--- src/rtl/dec_fpr_wb_pkg.sv ---
// Shared types for the FPR writeback path: register width, writeback record and source tags.
package dec_fpr_wb_pkg;

  localparam int FLEN         = 64;
  localparam int NUM_WB_PORTS = 2;

  typedef struct packed {
    logic [4:0]      addr;
    logic [FLEN-1:0] data;
  } fpr_wb_t;

  typedef enum logic [1:0] {
    SRC_LSU = 2'd0,
    SRC_EXU = 2'd1,
    SRC_H   = 2'd2,
    SRC_H2  = 2'd3
  } wb_src_e;

  function automatic logic [31:0] addr_onehot(input logic [4:0] a);
    return 32'(1) << a;
  endfunction

endpackage

--- src/rtl/dec_fpr_wb_fifo.sv ---
// In-order FPU result queue: single push, 0/1/2 pops per cycle, peeks head and head+1,
// and reports the set of destination registers it currently holds.
module dec_fpr_wb_fifo
  import dec_fpr_wb_pkg::*;
#(
  parameter int DEPTH = 4
) (
  input  logic                     clk,
  input  logic                     rst,
  input  logic                     push,
  input  fpr_wb_t                  push_entry,
  input  logic [1:0]               pop_cnt,
  output fpr_wb_t                  head,
  output fpr_wb_t                  head2,
  output logic                     head_v,
  output logic                     head2_v,
  output logic [$clog2(DEPTH):0]   cnt,
  output logic [31:0]              pend_map
);

  localparam int PW = $clog2(DEPTH);
  localparam int CW = PW + 1;

  fpr_wb_t         mem [DEPTH];
  logic [PW-1:0]   rd_ptr;
  logic [PW-1:0]   wr_ptr;
  logic [PW-1:0]   idx;

  assign head    = mem[rd_ptr];
  assign head2   = mem[rd_ptr + PW'(1)];
  assign head_v  = (cnt != '0);
  assign head2_v = (cnt > CW'(1));

  // Payload storage needs no reset; occupancy is tracked by cnt alone.
  always_ff @(posedge clk) begin
    if (push) mem[wr_ptr] <= push_entry;
  end

  always_ff @(posedge clk) begin
    if (rst) begin
      rd_ptr <= '0;
      wr_ptr <= '0;
      cnt    <= '0;
    end else begin
      if (push) wr_ptr <= wr_ptr + PW'(1);
      rd_ptr <= rd_ptr + PW'(pop_cnt);
      cnt    <= cnt + CW'(push) - CW'(pop_cnt);
    end
  end

  always_comb begin
    pend_map = '0;
    idx      = '0;
    for (int i = 0; i < DEPTH; i++) begin
      idx = rd_ptr + PW'(i);
      if (CW'(i) < cnt) pend_map = pend_map | addr_onehot(mem[idx].addr);
    end
  end

endmodule

--- src/rtl/dec_fpr_wb_arb.sv ---
// FPR writeback arbiter: merges LSU, EXU and queued FPU results onto two registered
// write ports, never writing one address twice per cycle, and exports a pending bitmap.
module dec_fpr_wb_arb
  import dec_fpr_wb_pkg::*;
#(
  parameter int DEPTH = 4
) (
  input  logic                     clk,
  input  logic                     rst,
  input  logic                     lsu_wb_valid,
  input  logic [4:0]               lsu_wb_addr,
  input  logic [FLEN-1:0]          lsu_wb_data,
  input  logic                     fpu_wb_valid,
  output logic                     fpu_wb_ready,
  input  logic [4:0]               fpu_wb_addr,
  input  logic [FLEN-1:0]          fpu_wb_data,
  input  logic                     exu_wb_valid,
  output logic                     exu_wb_ready,
  input  logic [4:0]               exu_wb_addr,
  input  logic [FLEN-1:0]          exu_wb_data,
  output logic                     wen0,
  output logic [4:0]               waddr0,
  output logic [FLEN-1:0]          wd0,
  output logic                     wen1,
  output logic [4:0]               waddr1,
  output logic [FLEN-1:0]          wd1,
  output logic [$clog2(DEPTH):0]   fifo_cnt,
  output logic [31:0]              fwb_pend
);

  localparam int CW = $clog2(DEPTH) + 1;

  fpr_wb_t     head, head2, push_entry, cand_e, sel0, sel1;
  logic        head_v, head2_v, push, full, cand_v, sel_v0, sel_v1;
  logic [1:0]  pop_cnt, n_sel;
  logic [3:0]  issue;
  logic [31:0] fifo_pend;
  wb_src_e     order [4];

  assign full         = (fifo_cnt == CW'(DEPTH));
  assign fpu_wb_ready = !rst && (fifo_cnt < CW'(DEPTH));
  assign push         = fpu_wb_valid && fpu_wb_ready;
  assign push_entry   = '{addr: fpu_wb_addr, data: fpu_wb_data};
  assign exu_wb_ready = !rst && issue[SRC_EXU];
  assign pop_cnt      = {1'b0, issue[SRC_H]} + {1'b0, issue[SRC_H2]};

  dec_fpr_wb_fifo #(.DEPTH(DEPTH)) u_fifo (
    .clk        (clk),
    .rst        (rst),
    .push       (push),
    .push_entry (push_entry),
    .pop_cnt    (pop_cnt),
    .head       (head),
    .head2      (head2),
    .head_v     (head_v),
    .head2_v    (head2_v),
    .cnt        (fifo_cnt),
    .pend_map   (fifo_pend)
  );

  // A full queue demotes EXU behind both heads so FPU results cannot starve.
  always_comb begin
    order[0] = SRC_LSU;
    order[1] = SRC_EXU;
    order[2] = SRC_H;
    order[3] = SRC_H2;
    if (full) begin
      order[1] = SRC_H;
      order[2] = SRC_H2;
      order[3] = SRC_EXU;
    end
  end

  // Walk candidates in priority order; a match on an already chosen address is deferred.
  always_comb begin
    issue  = '0;
    n_sel  = '0;
    sel0   = '0;
    sel1   = '0;
    sel_v0 = 1'b0;
    sel_v1 = 1'b0;
    cand_v = 1'b0;
    cand_e = '0;
    for (int i = 0; i < 4; i++) begin
      case (order[i])
        SRC_LSU: begin cand_v = lsu_wb_valid; cand_e = '{addr: lsu_wb_addr, data: lsu_wb_data}; end
        SRC_EXU: begin cand_v = exu_wb_valid; cand_e = '{addr: exu_wb_addr, data: exu_wb_data}; end
        SRC_H:   begin cand_v = head_v;       cand_e = head;  end
        default: begin cand_v = head2_v && issue[SRC_H]; cand_e = head2; end
      endcase
      if (cand_v && n_sel == 2'd0) begin
        sel0            = cand_e;
        sel_v0          = 1'b1;
        n_sel           = 2'd1;
        issue[order[i]] = 1'b1;
      end else if (cand_v && n_sel == 2'd1 && cand_e.addr != sel0.addr) begin
        sel1            = cand_e;
        sel_v1          = 1'b1;
        n_sel           = 2'd2;
        issue[order[i]] = 1'b1;
      end
    end
  end

  always_ff @(posedge clk) begin
    if (rst) begin
      wen0   <= 1'b0;
      waddr0 <= '0;
      wd0    <= '0;
      wen1   <= 1'b0;
      waddr1 <= '0;
      wd1    <= '0;
    end else begin
      wen0 <= sel_v0;
      wen1 <= sel_v1;
      if (sel_v0) begin
        waddr0 <= sel0.addr;
        wd0    <= sel0.data;
      end
      if (sel_v1) begin
        waddr1 <= sel1.addr;
        wd1    <= sel1.data;
      end
    end
  end

  assign fwb_pend = fifo_pend
                  | (wen0 ? addr_onehot(waddr0) : 32'd0)
                  | (wen1 ? addr_onehot(waddr1) : 32'd0);

  a_lsu_eligible: assert property (@(posedge clk) disable iff (rst)
    lsu_wb_valid |-> (sel_v0 && sel0.addr == lsu_wb_addr));

  a_lsu_fifo_waw: assert property (@(posedge clk) disable iff (rst)
    lsu_wb_valid |-> !fifo_pend[lsu_wb_addr]);

endmodule
--- config.mk ---
export PLATFORM = sky130hd
export DESIGN_NAME = dec_fpr_wb_arb
export DESIGN_NICKNAME = d
export VERILOG_FILES = /design/src/rtl/dec_fpr_wb_pkg.sv /design/src/rtl/dec_fpr_wb_fifo.sv /design/src/rtl/dec_fpr_wb_arb.sv
export SDC_FILE = /design/constraint.sdc
export NUM_CORES = 1
export LEC_CHECK = 0
export CAP_MARGIN = 25
export CORE_AREA = 5 5 252 254
export CTS_CLUSTER_DIAMETER = 200
export DETAILED_ROUTE_END_ITERATION = 6
export DIE_AREA = 0 0 257 259
export PLACE_DENSITY = 0.69
export RECOVER_POWER = 50
export SLEW_MARGIN = 10
export SYNTH_ARGS = -nofsm -noshare
export SYNTH_HDL_FRONTEND = slang
export SYNTH_SLANG_ARGS = --single-unit
--- constraint.sdc ---
create_clock -name clk -period 5.06 [get_ports clk]
set_input_delay 0.506 -clock clk [delete_from_list [all_inputs] [get_ports clk]]
set_output_delay 0.506 -clock clk [all_outputs]
set_load 0.01 [all_outputs]
==> results.cfg <==
[power_and_ir_drop]
peakVddDrop_mv = 0.351
leakage_uw = 0.0108
p_per_area_nw_per_um2 = 510
total_power_uw = 15400

[grt]
grt-ovfl-total = 0
grt_max_degree = 201
grt_use_total = 0.261
grt_pass1_vias = 22120
use_met3 = 0.0673
use_met1 = 0.334
grt_pass1_wl_mm = 137
antenna_found_initial = 34
met2_usage = 0.428
top_usage_layer = met2

[routing]
first_pass_iters = 7
wl_mm = 92.6
antenna_left = 0
drc = 25
drt-vias-per-instance = 6.20
drt_iter0_drc = 2679
wl_per_cell_um = 24.9
num_vias = 22989

[floorplanning]
dieArea_um2 = 66600
die_h_um = 259
die_width_um = 257
ioPinCount = 389
start_util = 0.396
core_um2 = 61000
fp-row-count = 91

[hold_path]
hold_start = rst
hold_path_depth = 2
hold_path_class = primary input to register
whs_endpoint = waddr0[0]

[run]
maxCapViolCount = 2

[logic_synthesis]
synth.cell_area_um2 = 24200
synth_edf_count = 276
synth.most_common_cell = nand2_1
synthArstFlopShare = 0
yosysSeqAreaShare = 0.465
ys_ff_latch = 423
synthDistinctLibCells = 66
synthesis.nets = 2820
synth_top_area_share = 0.343
synth.area.top_cells = edfxtp_1 34%, dfxtp_1 12%, a21oi_1 6.3%, nand2_1 6.2%, mux2i_1 6.2%
syn_inst = 2598
syn_area_per_cell_um2 = 9.30
yosys_warnings = 0
synthFlopType = edfxtp_1
yosysTopAreaCell = edfxtp_1
yosys-top-cells-count = 402 x nand2_1, 304 x a21oi_1, 276 x edfxtp_1

[clock_tree]
numCtsBuffers = 48
clk-insertion-delay-late_ns = 0.59
path_clk_slew_ns = 0.06
clock-root-buffer = clkbuf_16
postCtsHoldBufs = 0
cts_tree = done
htreeDepth = 2
cts_sinks = 423
clockBufferDepth = 3

[sta]
max_freq_mhz = 205
max_slew_margin = -0.283
grt_setup_unrepaired = false
tightest_slew_ns = 1.92
hold_viol = 0
finalCritPeriodShare = 0.962
clock_skew_ns = 0.0170
fin_crit_ns = 4.87
hold_ws_ns = 0.393
slew_violations = 61
finalSetupTns_ns = 0
setup-violations-final = 0

[setup_path]
reg2reg_slack_ns = 0.50
timing.rr.start = u_fifo.rd_ptr[0]
reg2reg_depth = 17
crit_required_ns = 4.55
worstPathArrival_ns = 4.36
r2r-end = u_fifo.cnt[2]
cp-end-kind = output port
cp_max_fo = 31
path_class = register to output port
start_kind = register

[cells_and_area]
nets = 3079
drive_above_1_share = 0.0811
stdcell_area_um2 = 30200
area_growth_pct = 25.1
multi_input_area_um2 = 12000
n_fill_cell = 5548
regArea_um2 = 11200

[placed_design]
gp_congestion = 0.965
hpwl_mm = 61.8
port-buffer-count = 388
placed_area_um2 = 28600

[status]
status = finished, violations left
failed_checks = design-rule violations, max-capacitance violations, max-slew violations
critical path, stage by stage, from the launching register on:
cell	delay (ns)
dfxtp_4	0.61
mux2i_1	0.17
mux2_2	0.39
o21ai_0	0.35
mux2i_1	0.24
o221ai_1	0.13
and4b_1	0.49
nor2_4	0.09
or4_1	0.47
a21oi_1	0.23
clkdlybuf4s50_1	0.59
worst max-delay path by stage:
stage	cells after the start	endpoint	from	slack (ns)
final	10	exu_wb_ready	u_fifo.rd_ptr[1]	0.19
after global routing	10	exu_wb_ready	u_fifo.rd_ptr[0]	0.005
after CTS	10	exu_wb_ready	u_fifo.rd_ptr[0]	0.05
after detailed placement	19	u_fifo.cnt[2]	exu_wb_valid	0.37
after global placement	17	u_fifo.cnt[2]	u_fifo.rd_ptr[0]	0.41
after floorplan	21	u_fifo.cnt[2]	u_fifo.rd_ptr[0]	0.59
area by class of cell:
cell class | count | area share
Antenna cell | 24 | 0.00199
Clock buffer | 63 | 0.0440
Clock inverter | 26 | 0.00886
Inverter | 9 | 0.00112
Multi-Input combinational cell | 1937 | 0.396
Sequential cell | 423 | 0.372
Tap cell | 790 | 0.0327
Timing Repair Buffer | 438 | 0.144
state kept, by name, summed over array words and instances, names as in the netlist:
name	flops
u_fifo.mem	276
wd0	64
wd1	64
waddr0	5
waddr1	5
u_fifo.cnt	3
u_fifo.rd_ptr	2
u_fifo.wr_ptr	2
wen0	1
wen1	1
cell usage in the layout, fill, tap and decap left out, types with 6 or more instances in the layout:
cell type        netlist  final
clkbuf_1             134     11
mux2i_1              150    149
dfxtp_1              147    145
nand2_1              402    402
buf_4                  5     43
nor2_1               153    151
a21boi_0               8      8
o21a_1                60     60
and3_1                 8      6
and2_1                20     19
buf_12                 0      7
edfxtp_1             276    276
clkbuf_16              0     50
a21oi_1              304    304
mux4_2                15     15
xnor2_1               10     10
a222oi_1              63     63
o22ai_1               85     85
nor3_1                12     10
inv_1                  8      8
mux2_2                69     69
clkinv_2               0     11
dlygate4sd3_1          0    171
ha_1                   9      9
o221ai_1               6      6
o21ai_0              195    195
a31oi_1              111    111
nand2b_1              10      9
clkdlybuf4s50_1        0    215
diode_2                0     24
a21o_1                59     59
a32oi_1               26     26
clkinv_1               0      6
a22oi_1               20     20
nand3_1               54     54
or2_2                  6      6
nor2b_1               23     23
stage by stage:
stage | util | setup WS (ns) | instances
6_report | 0.495 | 0.190 | 3710
5_1_grt | 0.495 | 0.00479 | 3701
4_1_cts | 0.494 | 0.0508 | 3682
3_5_place_dp | 0.468 | 0.370 | 3593
3_3_place_gp | 0.468 | 0.408 | 3593
2_1_floorplan | - | 0.588 | 2598
metal layers:
layer	wire, um	share of wire
met5	108	0.0012
met4	3070	0.033
met3	8940	0.097
met2	43600	0.47
met1	36800	0.40
what timing repair did:
item / 4_1_cts / 5_1_grt
gates resized for setup: 0 / 2
endpoints found under the setup margin: 0 / 2
setup buffers: 0 / 4
kinds of logic after synthesis:
family | Yosys count | share of synthesized area
adders and majority gates | 10 | 0.00549
DFF | 423 | 0.465
and+or+nand+nor | 714 | 0.126
muxes | 235 | 0.109
xor gates and xnor gates | 15 | 0.00543
AOI/OAI and AO/OA | 963 | 0.247
buffers and inverters | 238 | 0.0428
power breakdown:
| part | internal [uW] | switching [uW] | total (uW) |
|---|---|---|---|
| Clock | 2100 | 1440 | 3550 |
| Combinational | 2760 | 4480 | 7240 |
| Sequential | 4170 | 448 | 4620 |
| Total | 9030 | 6380 | 15400 |
Note: power is estimated with default switching activity, not from simulation.
